File: config.mk
export PLATFORM = sky130hd
export DESIGN_NAME = bus_1553_bc_sequencer
export DESIGN_NICKNAME = d
export VERILOG_FILES = /design/src/rtl/bus_1553_bc_sequencer.sv
export SDC_FILE = /design/constraint.sdc
export NUM_CORES = 1
export LEC_CHECK = 0
export CORE_ASPECT_RATIO = 2
export CORE_UTILIZATION = 25
export CTS_BUF_LIST = sky130_fd_sc_hd__clkbuf_2
export DETAILED_ROUTE_END_ITERATION = 7
export PLACE_DENSITY_LB_ADDON = 0.1
export SLEW_MARGIN = 10
export SYNTH_ARGS = -nofsm -noshare
export SYNTH_HDL_FRONTEND = slang
export SYNTH_SLANG_ARGS = --single-unit
File: constraint.sdc
create_clock -name clk -period 3.43 [get_ports clk]
set_clock_uncertainty 0.2 [all_clocks]
set_input_delay 0.5145 -clock clk [delete_from_list [all_inputs] [get_ports clk]]
set_output_delay 0.5145 -clock clk [all_outputs]
set_load 0.005 [all_outputs]
File: src/rtl/bus_1553_bc_sequencer.sv
// MIL-STD-1553 bus-controller message sequencer: sends one command
// (+ data), waits for RT status, collects RT->BC data, reports status/err.
//
// Ports:
//   clk, rstn                      clock, synchronous active-low reset
//   s_msg_valid/ready/cmd          command descriptor handshake
//   s_data_tvalid/tready/tdata     BC->RT data words from the uP side
//   m_tx_tvalid/tready/tdata/tuser words to the encoder (01 cmd, 10 data)
//   s_rx_tvalid/tdata/tuser        decoder word strobe, no back-pressure
//   m_rdata_tvalid/tdata           RT->BC data word strobe
//   done, status, err, busy        message end pulse and held results
//
// Optional feature macro: BUS_1553_BC_RETRY_EN (buffer BC->RT data,
// retry the whole message once after the first error).
module bus_1553_bc_sequencer #(
  parameter int CLOCK_SPEED   = 100000000,
  parameter int RESP_TIMEOUT  = 2000,
  parameter int INTERWORD_MAX = 400
) (
  input  logic        clk,
  input  logic        rstn,
  input  logic        s_msg_valid,
  output logic        s_msg_ready,
  input  logic [15:0] s_msg_cmd,
  input  logic        s_data_tvalid,
  output logic        s_data_tready,
  input  logic [15:0] s_data_tdata,
  output logic        m_tx_tvalid,
  input  logic        m_tx_tready,
  output logic [15:0] m_tx_tdata,
  output logic [1:0]  m_tx_tuser,
  input  logic        s_rx_tvalid,
  input  logic [15:0] s_rx_tdata,
  input  logic [1:0]  s_rx_tuser,
  output logic        m_rdata_tvalid,
  output logic [15:0] m_rdata_tdata,
  output logic        done,
  output logic [15:0] status,
  output logic [1:0]  err,
  output logic        busy
);

  // Last waiting cycle in WAIT_STAT is RESP_TIMEOUT-1 after entry,
  // so done lands exactly RESP_TIMEOUT cycles after entry.
  localparam logic [15:0] LP_RESP_LIM =
    (CLOCK_SPEED > 0) ? 16'(RESP_TIMEOUT - 1) : 16'd0;
  localparam logic [15:0] LP_GAP_LIM = 16'(INTERWORD_MAX);

  typedef enum logic [2:0] {
    S_IDLE, S_SEND_CMD, S_SEND_DATA,
    S_WAIT_STAT, S_RECV_DATA, S_DONE
  } state_t;

  state_t      r_state, w_next;
  logic [15:0] r_cmd;
  logic [5:0]  r_wc;
  logic [5:0]  r_cnt;
  logic [15:0] r_timer;
  logic [15:0] r_stat_pend;
  logic [15:0] r_status;
  logic [1:0]  r_err;
  logic        r_rd_v;
  logic [15:0] r_rd_d;

  logic        w_fail;
  logic [1:0]  w_fcode;
  logic        w_stat_ok;
  logic        w_cnt_inc;
  logic        w_tx_v;
  logic [15:0] w_tx_d;
  logic [1:0]  w_tx_u;
  logic        w_d_rdy;
  logic        w_last;

`ifdef BUS_1553_BC_RETRY_EN
  logic [15:0] r_buf [32];
  logic        r_retried;
`endif

  assign w_last = (r_cnt == r_wc - 6'd1);

  always_comb begin
    w_next    = r_state;
    w_fail    = 1'b0;
    w_fcode   = 2'd0;
    w_stat_ok = 1'b0;
    w_cnt_inc = 1'b0;
    w_tx_v    = 1'b0;
    w_tx_d    = 16'h0000;
    w_tx_u    = 2'b00;
    w_d_rdy   = 1'b0;
    unique case (r_state)
      S_IDLE: begin
        if (s_msg_valid) w_next = S_SEND_CMD;
      end
      S_SEND_CMD: begin
        w_tx_v = 1'b1;
        w_tx_d = r_cmd;
        w_tx_u = 2'b01;
        if (m_tx_tready)
          w_next = r_cmd[10] ? S_WAIT_STAT : S_SEND_DATA;
      end
      S_SEND_DATA: begin
        w_tx_u = 2'b10;
`ifdef BUS_1553_BC_RETRY_EN
        if (r_retried) begin
          w_tx_v = 1'b1;
          w_tx_d = r_buf[r_cnt[4:0]];
        end else begin
          w_tx_v  = s_data_tvalid;
          w_tx_d  = s_data_tdata;
          w_d_rdy = m_tx_tready;
        end
`else
        w_tx_v  = s_data_tvalid;
        w_tx_d  = s_data_tdata;
        w_d_rdy = m_tx_tready;
`endif
        if (w_tx_v && m_tx_tready) begin
          w_cnt_inc = 1'b1;
          if (w_last) w_next = S_WAIT_STAT;
        end
      end
      S_WAIT_STAT: begin
        // An rx word in the expiry cycle wins over the timeout.
        if (s_rx_tvalid) begin
          if (s_rx_tuser != 2'b01) begin
            w_fail  = 1'b1;
            w_fcode = 2'd3;
          end else if (s_rx_tdata[15:11] != r_cmd[15:11]) begin
            w_fail  = 1'b1;
            w_fcode = 2'd2;
          end else begin
            w_stat_ok = 1'b1;
            w_next = r_cmd[10] ? S_RECV_DATA : S_DONE;
          end
        end else if (r_timer >= LP_RESP_LIM) begin
          w_fail  = 1'b1;
          w_fcode = 2'd1;
        end
      end
      S_RECV_DATA: begin
        if (s_rx_tvalid) begin
          if (s_rx_tuser != 2'b10) begin
            w_fail  = 1'b1;
            w_fcode = 2'd3;
          end else begin
            w_cnt_inc = 1'b1;
            if (w_last) w_next = S_DONE;
          end
        end else if (r_timer >= LP_GAP_LIM) begin
          w_fail  = 1'b1;
          w_fcode = 2'd1;
        end
      end
      S_DONE: w_next = S_IDLE;
      default: w_next = S_IDLE;
    endcase
    if (w_fail) begin
`ifdef BUS_1553_BC_RETRY_EN
      w_next = r_retried ? S_DONE : S_SEND_CMD;
`else
      w_next = S_DONE;
`endif
    end
  end

  always_ff @(posedge clk) begin
    if (!rstn) begin
      r_state     <= S_IDLE;
      r_cmd       <= '0;
      r_wc        <= '0;
      r_cnt       <= '0;
      r_timer     <= '0;
      r_stat_pend <= '0;
      r_status    <= '0;
      r_err       <= '0;
      r_rd_v      <= 1'b0;
      r_rd_d      <= '0;
`ifdef BUS_1553_BC_RETRY_EN
      r_retried   <= 1'b0;
`endif
    end else begin
      r_state <= w_next;
      if (r_state == S_IDLE && s_msg_valid) begin
        r_cmd       <= s_msg_cmd;
        r_wc        <= (s_msg_cmd[4:0] == 5'd0) ? 6'd32
                       : {1'b0, s_msg_cmd[4:0]};
        r_stat_pend <= '0;
`ifdef BUS_1553_BC_RETRY_EN
        r_retried   <= 1'b0;
`endif
      end
`ifdef BUS_1553_BC_RETRY_EN
      if (w_fail) r_retried <= 1'b1;
`endif
      if (w_next != r_state ||
          (r_state == S_RECV_DATA && s_rx_tvalid))
        r_timer <= '0;
      else if (r_timer != 16'hFFFF)
        r_timer <= r_timer + 16'd1;
      if (w_next != r_state)
        r_cnt <= '0;
      else if (w_cnt_inc)
        r_cnt <= r_cnt + 6'd1;
      if (w_stat_ok) r_stat_pend <= s_rx_tdata;
      r_rd_v <= (r_state == S_RECV_DATA) && s_rx_tvalid &&
                (s_rx_tuser == 2'b10);
      if (s_rx_tvalid) r_rd_d <= s_rx_tdata;
      if (w_next == S_DONE && r_state != S_DONE) begin
        r_status <= w_stat_ok ? s_rx_tdata : r_stat_pend;
        r_err    <= w_fail ? w_fcode : 2'd0;
      end
    end
  end

`ifdef BUS_1553_BC_RETRY_EN
  always_ff @(posedge clk) begin
    if (r_state == S_SEND_DATA && !r_retried &&
        s_data_tvalid && m_tx_tready)
      r_buf[r_cnt[4:0]] <= s_data_tdata;
  end
`endif

  assign s_msg_ready    = (r_state == S_IDLE);
  assign busy           = (r_state != S_IDLE);
  assign done           = (r_state == S_DONE);
  assign m_tx_tvalid    = w_tx_v;
  assign m_tx_tdata     = w_tx_d;
  assign m_tx_tuser     = w_tx_u;
  assign s_data_tready  = w_d_rdy;
  assign m_rdata_tvalid = r_rd_v;
  assign m_rdata_tdata  = r_rd_d;
  assign status         = r_status;
  assign err            = r_err;

endmodule

==> impl_metrics.json <==
{
  "drt_iter0_markers": 164,
  "fillers": 1857,
  "cp_top_family": "buffers and inverters",
  "synth_edf_count": 0,
  "synthCells": 534,
  "cts-htree-levels": 3,
  "ant_nets": 0,
  "seq_area_sq_um": 1960,
  "wl_mm": 13.9,
  "die_height_um": 194,
  "synth_top_area_frac": 0.426,
  "synth_seq_area_share": 0.426,
  "r2r-start": "r_wc[0]$_SDFFE_PN0P_",
  "worstSetupStartpointType": "register",
  "cts-root-buf": "clkbuf_2",
  "violations": "DRC",
  "whs_path_depth": 3,
  "initial_core_util": 0.258,
  "placed_cells": 838,
  "leakage_nw": 2.37,
  "die-area_sq_um": 19000,
  "ys.flop_type": "dfxtp_1",
  "route.detailed.drc": 1,
  "place_ws_ns": 0.372,
  "ys.warnings.count": 0,
  "drive_gt1_frac": 0.0779,
  "antenna_found_initial": 1,
  "synth_area_sq_um": 4610,
  "multiInputGateArea_sq_um": 2460,
  "numCtsBuffers": 9,
  "placedInstanceArea_sq_um": 5970,
  "overflow": 0,
  "clk_path_buf_depth": 2,
  "clkTransAtPathRegs_ns": 0.26,
  "cap_viol_max_count": 0,
  "via_per_inst": 4.70,
  "cts.sinks": 98,
  "cp_cell_sequence": "nor3b_4 -> buf_4 -> a22o_1 -> clkdlybuf4s50_1",
  "arrival_ns": 2.46,
  "grt_use_total": 0.151,
  "wl_per_cell_um": 16.3,
  "cts_tree": "built",
  "r2r-end": "status[7]$_SDFFE_PN0P_",
  "stdcell_area_sq_um": 6100,
  "ctsHoldBuffers": 0,
  "ioPinCount": 114,
  "hold_viol": 0,
  "synth.distinct_cells": 52,
  "slew_violations": 0,
  "portBuffers": 113,
  "coreArea_sq_um": 17900,
  "synth_common_cells": "98 x dfxtp_1, 77 x nand2_1, 61 x nor2_1",
  "fmax_mhz": 315,
  "vias": 4021,
  "rows": 69,
  "slowest_stage": "dfxtp_2",
  "ir_drop_v": 0.000131,
  "crit_type": "reg -> out",
  "globalplace.congestion": 0.737,
  "hpwl_mm": 10.6,
  "synth.most_common_cell": "dfxtp_1",
  "min_period_ns": 3.18,
  "setup_viol": 0,
  "end_kind": "output port",
  "syn2layout_area_growth_pct": 32.3,
  "status": "complete, but fails checks",
  "synthArstFlopShare": 0,
  "synth_top_area_cell": "dfxtp_1",
  "synth_area_leaders": "dfxtp_1 43%, mux2i_1 8.3%, nand2_1 6.3%",
  "power_density_nw_per_um2": 362,
  "relSlewSlack": 0.420,
  "reg2regPathDepth": 9,
  "hp-start": "s_msg_cmd[12]",
  "hold_end": "r_cmd[12]$_SDFFE_PN0P_",
  "fin_crit_sh": 0.926,
  "clock_latency_ns": 0.60,
  "worstPathMaxFanout": 12,
  "nNetsFinal": 697,
  "die_x_um": 98.0,
  "worstMarginPinSlew_ns": 0.861,
  "grt_pass1_vias": 4152,
  "slowest_delay_ns": 0.54,
  "grt_first_pass_wirelength_mm": 22.3,
  "ys_seq_elements": 98,
  "fin_ws_ns": 0.254,
  "total_power_mw": 2.21,
  "postSynthAreaPerCell_sq_um": 8.63,
  "instances_no_fill": 856,
  "rsz0062_at_grt": "false",
  "holdCritPathClass": "in -> reg",
  "r2r_slack_ns": 0.43,
  "tns_ns": 0,
  "path_buf_inv": 2,
  "grt_max_degree": 40,
  "dr.pass1.iters": 6,
  "syn-num-nets": 594,
  "worst_ep_required_time_ns": 2.72
}
[final cells by class]
class | count | area share
well taps | 213 | 0.0437
multi-input cells | 384 | 0.403
diodes | 1 | 0.000410
inverters | 20 | 0.0123
clock inverters | 7 | 0.00985
repair buffers | 124 | 0.201
flip-flops and latches | 98 | 0.322
clock buffers | 9 | 0.00739
[per-layer routing]
metal / share of wire / routed length (um) / GRT usage / up-vias
met5: 0 / 0 / 0 / -
met4: 0.011 / 148 / 0.0421 / 0
met2: 0.57 / 7970 / 0.298 / 82
met3: 0.032 / 447 / 0.0288 / 8
met1: 0.39 / 5370 / 0.156 / 1894
li1: - / - / - / 2037
[tightest hold or removal path: cells and delay by family]
kind	cells	cell delay [ns]
buf+inv	1	0.39
simple gates	1	0.05
compound gates	1	0.05
[worst max-delay path by stage]
stage                          start                 endpoint  slack (ns)  cells after the start
2_1_floorplan            s_rx_tvalid   status[3]$_SDFFE_PN0P_        0.89                      9
3_3_place_gp          s_rx_tdata[15]  status[13]$_SDFFE_PN0P_        0.44                      7
3_5_place_dp             s_rx_tvalid  status[10]$_SDFFE_PN0P_        0.37                      7
4_1_cts        r_state[0]$_SDFF_PN0_            m_tx_tdata[5]        0.15                      4
5_1_grt        r_state[0]$_SDFF_PN0_            m_tx_tdata[5]        0.07                      4
6_report       r_state[0]$_SDFF_PN0_            m_tx_tdata[4]        0.25                      4
[through the flow]
stage | hold WS, ns | utilization
finish | 0.255 | 0.341
global route | 0.181 | 0.341
CTS | 0.192 | 0.341
detailed placement | 0.250 | 0.334
global placement | 0.248 | 0.334
floorplan | 0.236 | -
[cell usage in the layout, fill, tap and decap left out, drive strengths merged, types with 2 or more instances in the layout]
| cell type | count |
|---|---|
| a211o | 2 |
| a211oi | 3 |
| a21oi | 33 |
| a22o | 16 |
| and2 | 15 |
| and3 | 5 |
| buf | 11 |
| clkbuf | 9 |
| clkdlybuf4s50 | 113 |
| clkinv | 3 |
| dfxtp | 98 |
| ha | 4 |
| inv | 23 |
| mux2i | 38 |
| nand2 | 77 |
| nand2b | 2 |
| nand3 | 11 |
| nand3b | 3 |
| nand4 | 6 |
| nor2 | 62 |
| nor3 | 8 |
| nor3b | 9 |
| nor4 | 5 |
| o211ai | 6 |
| o21ai | 13 |
| o21ba | 11 |
| o221a | 2 |
| o41ai | 6 |
| xnor2 | 10 |
| xor2 | 19 |
[kinds of logic after synthesis]
logic type / count (synthesis) / share of synthesized area
simple gates: 212 / 0.219
compound gates: 101 / 0.161
flops: 98 / 0.426
buf+inv: 52 / 0.0459
mux: 38 / 0.0825
xor+xnor: 29 / 0.0551
fa+ha+maj: 4 / 0.0109
[where the power goes]
group | leakage, nW | internal, mW | switching, mW
combinational | 1.51 | 0.224 | 0.220
sequential | 0.796 | 1.18 | 0.0421
clock | 0.0640 | 0.110 | 0.428
[sequential cells by signal, summed over array words and instances (netlist names)]
| signal | count |
|---|---|
| err | 2 |
| m_rdata_tdata | 16 |
| m_rdata_tvalid | 1 |
| r_cmd | 16 |
| r_cnt | 6 |
| r_stat_pend | 16 |
| r_state | 3 |
| r_timer | 16 |
| r_wc | 6 |
| status | 16 |
[timing repair]
item                                    CTS  global route
setup buffers                             1             0
endpoints found under the setup margin   11             0
resized for setup                         3             0
Power figures use the tool's default switching activity.
==> RTL edit 1, RTL diff (same settings) <==
Register the output `err` once more, without a reset; this adds one clock of latency there. The other outputs are not delayed to match.
--- a/src/rtl/bus_1553_bc_sequencer.sv
+++ b/src/rtl/bus_1553_bc_sequencer.sv
@@ -232,7 +232,9 @@
   assign m_rdata_tvalid = r_rd_v;
   assign m_rdata_tdata  = r_rd_d;
   assign status         = r_status;
-  assign err            = r_err;
+  always_ff @(posedge clk) begin
+    err <= r_err;
+  end
 
 endmodule
 
Behaviour: not the same (Yosys sat finds a counterexample within 4 cycles, from zero or initial values and one cycle with rstn low).
==> RTL edit 1 against the unedited design <==
Maximum frequency increased by 4.4%. Cell area increased by 1.9%. Total power rose by 7.1%. Critical path depth unchanged. Register-to-register slack gained 0.16 ns. Worst setup slack gained 0.13 ns. Routed wire length is 0.13% lower. Non-clock buffer count stayed put. Count of clock-buffer cells in the layout is the same. Sequential cell count is 2 higher. Synthesized area up 2.9%. Largest power group unchanged.
==> RTL edit 1: results <==
# TYPE chip_impl_metric gauge
chip_impl_metric{name="multi_input_area",unit="um2"} 2546
chip_impl_info{name="rr_startpoint",value="r_timer[1]$_SDFFE_PP0P_"} 1
chip_impl_info{name="synth.cells.most_frequent",value="dfxtp_1 (100), nand2_1 (67), mux2i_1 (29), nor2b_1 (28), xnor2_1 (24)"} 1
chip_impl_info{name="hold_class",value="reg2reg"} 1
chip_impl_metric{name="synthDistinctLibCells",unit=""} 61
chip_impl_metric{name="seq_share",unit="%"} 32.25
chip_impl_metric{name="multi_input_comb_cells",unit=""} 359
chip_impl_metric{name="nFillCells",unit=""} 1942
chip_impl_info{name="run_status",value="complete, no violations"} 1
chip_impl_metric{name="layout.nets",unit=""} 665
chip_impl_info{name="crit_end",value="m_tx_tdata[7]"} 1
chip_impl_metric{name="vias",unit=""} 3966
chip_impl_metric{name="post_synth_inst_count",unit=""} 500
chip_impl_metric{name="place.detailed.instances",unit=""} 810
chip_impl_metric{name="reg2reg_setup_slack",unit="ns"} 0.59
chip_impl_metric{name="static_leakage_power",unit="nW"} 2.374
chip_impl_metric{name="grt_pass1_vias",unit=""} 4080
chip_impl_metric{name="syn-num-nets",unit=""} 560
chip_impl_metric{name="clkCellAreaFrac",unit="%"} 2.254
chip_impl_metric{name="reg2regPathDepth",unit=""} 7
chip_impl_metric{name="ir_worst_vdd",unit="mV"} 0.1938
chip_impl_metric{name="n_all_inverters",unit=""} 11
chip_impl_metric{name="globalplace.congestion",unit=""} 0.8050
chip_impl_metric{name="dpl-instance-area",unit="um2"} 6068
chip_impl_info{name="worst_path_max_delay_cell",value="clkdlybuf4s50_1"} 1
chip_impl_metric{name="antennaDiodeCount",unit=""} 2
## RTL edit 1: cell count changes in the layout (fill, tap and decap cells not counted), moves of 14 or more
cell      unedited run  this run
nor2b_1              1        28
nor2_1              61        22
nor3_2               0        15
a21oi_1             33         5
a21boi_0             0        18
xnor2_1             10        24
xor2_1              19         5
## RTL edit 1: layer usage
layer  global-route usage [%]  share of wire (%)  up-vias
met3                    2.837                3.2       21
li1                         -                  -     1964
met1                    16.28                 40     1899
met4                    7.135                2.7        0
met5                        0                  0        -
met2                    27.11                 54       82
## RTL edit 1: power groups by stage
stage               clock, mW  combinational, mW  sequential, mW
finish                  0.667              0.447            1.25
global route            0.761              0.489            1.26
detailed placement          0              0.455            1.27
global placement            0              0.449            1.27
floorplan                   0              0.258            1.25
CTS                     0.709              0.457            1.25
## RTL edit 1: repair_timing
item                                    4_1_cts  5_1_grt
gates resized for setup                       0        2
setup buffers                                 0        0
endpoints found under the setup margin        0       17
## RTL edit 1: kinds of logic (layout without fill, tap and decap cells)
group	Yosys count	in the layout	synth area share [%]
multiplexers	38	38	8.256
buffers and inverters	41	151	4.220
AO/OA/AOI/OAI	81	81	14.24
AND/OR/NAND/NOR	206	206	24.32
flip-flops	100	100	42.21
other	0	2	0
adder cells (fa/ha/maj)	4	4	1.055
XOR/XNOR	30	30	5.698
## RTL edit 1: critical path: cells and delay by family (launching register included)
family                 cells  cell delay (ns)
AO/OA/AOI/OAI              1             0.18
buffers and inverters      2             0.80
flip-flops                 1             0.51
AND/OR/NAND/NOR            1             0.23
## RTL edit 1: stage by stage
step / hold slack (ns) / setup WS, ns
detailed placement: 0.1474 / 0.3509
finish: 0.1746 / 0.3867
CTS: 0.1255 / 0.1076
global route: 0.1102 / 0.1335
global placement: 0.1459 / 0.3708
floorplan: 0.1306 / 1.005
==> RTL edit 2, RTL diff (config.mk and constraints unchanged) <==
Without the edit above. Build with the macro `BUS_1553_BC_RETRY_EN` defined.
--- a/src/rtl/bus_1553_bc_sequencer.sv
+++ b/src/rtl/bus_1553_bc_sequencer.sv
@@ -12,6 +12,8 @@
 //
 // Optional feature macro: BUS_1553_BC_RETRY_EN (buffer BC->RT data,
 // retry the whole message once after the first error).
+`define BUS_1553_BC_RETRY_EN
+
 module bus_1553_bc_sequencer #(
   parameter int CLOCK_SPEED   = 100000000,
   parameter int RESP_TIMEOUT  = 2000,
Check against the original RTL: not equivalent (a bounded check fails within 4 cycles, from zero or initial values and one cycle with rstn low).
==> RTL edit 2 against the unedited design <==
The flow finishes with violations (setup timing). Global-route usage is 1.9 points higher. Maximum frequency is 27% lower. First-iteration DRC count grew to 4.5 times the old value. Worst setup slack worse by 1.2 ns. Cell area grew to 5.1 times the old value. Sequential cell count is 518 higher. Clock power grew to 9.5 times the old value. Core utilization is 1.9 points lower. Synthesized area grew to 5.3 times the old value. Total power grew to 6.4 times the old value. Synthesized cell count is 150% higher. Register-to-register slack worse by 0.04 ns. Routed wire length grew to 5.9 times the old value. Largest cell class is now sequential cells. Largest power group unchanged.
==> RTL edit 2: results <==
# TYPE chip_impl_metric gauge
chip_impl_info{name="run_status",value="finished with violations"} 1
chip_impl_info{name="failing_checks",value="setup timing"} 1
chip_impl_metric{name="ys_seq_area_share",unit="%"} 71.74
chip_impl_metric{name="post_synth_inst_count",unit=""} 1319
chip_impl_metric{name="synthDistinctLibCells",unit=""} 64
chip_impl_metric{name="ctsLongestPathBuffers",unit=""} 3
chip_impl_metric{name="hold_buffers",unit=""} 84
chip_impl_info{name="rr_startpoint",value="r_timer[0]$_SDFFE_PP0P_"} 1
chip_impl_metric{name="length_of_routed_met2_wiring",unit="um"} 48690
chip_impl_metric{name="drive_above_1_share",unit="%"} 35.02
chip_impl_info{name="hold_path_end",value="r_buf[26][13]$_DFFE_PP_"} 1
chip_impl_metric{name="ir_worst_vdd",unit="mV"} 0.2453
chip_impl_info{name="synth.cells.most_frequent",value="edfxtp_1 (512), mux4_2 (160), dfxtp_1 (104), nor2_1 (86), nand2_1 (56)"} 1
chip_impl_metric{name="place.detailed.instances",unit=""} 2713
chip_impl_metric{name="hold_path_depth",unit=""} 2
chip_impl_metric{name="reg2regPathDepth",unit=""} 8
chip_impl_metric{name="syn-num-nets",unit=""} 1382
chip_impl_metric{name="globalplace.congestion",unit=""} 0.7675
chip_impl_metric{name="tns",unit="ns"} -13.74
chip_impl_metric{name="setup_slack",unit="ns"} -0.9407
chip_impl_metric{name="area_share_of_fa_ha_maj_cells_after_synthesis",unit="%"} 0.3599
chip_impl_metric{name="fin_worst_hold_slack",unit="ns"} 0.2032
chip_impl_metric{name="groute.layer.met1.usage",unit="%"} 16.28
chip_impl_metric{name="tightest_slew",unit="ns"} 0.8330
chip_impl_metric{name="critical_path_peak_fanout",unit=""} 5
chip_impl_metric{name="grtUsageTotal",unit="%"} 17.00
chip_impl_metric{name="grt_pass1_vias",unit=""} 15680
chip_impl_metric{name="layout.nets",unit=""} 1807
chip_impl_metric{name="post-dp-hpwl",unit="um"} 55620
chip_impl_metric{name="wl_met1",unit="um"} 27760
chip_impl_metric{name="report.final.setup_viol",unit=""} 16
-- RTL edit 2: area by class of cell --
cell class / count / area (um2)
Antenna cell: 5 / 12.51
Clock buffer: 213 / 1066
Tap cell: 1222 / 1529
Sequential cell: 616 / 17480
Inverter: 13 / 51.30
Clock inverter: 40 / 315.3
Fill cell: 9441 / 65310
Multi-Input combinational cell: 616 / 6676
Timing Repair Buffer: 355 / 3844
-- RTL edit 2: critical path, stage by stage, from the launching register on --
cell and delay (ns):
dfxtp_4 0.39, buf_4 0.14, buf_12 0.16, buf_12 0.14, mux4_2 0.52, mux4_2 0.55
mux2i_4 0.21, o21ai_4 0.11, buf_2 0.16
-- RTL edit 2: power groups by stage --
stage                     sequential (mW)  clock [mW]  combinational (mW)
after CTS                            8.16        5.40               0.911
after detailed placement             8.33           0               0.797
after global routing                 8.17        5.68               0.949
after global placement               8.33           0               0.788
final                                8.16        5.11               0.890
after floorplan                      8.32           0               0.295
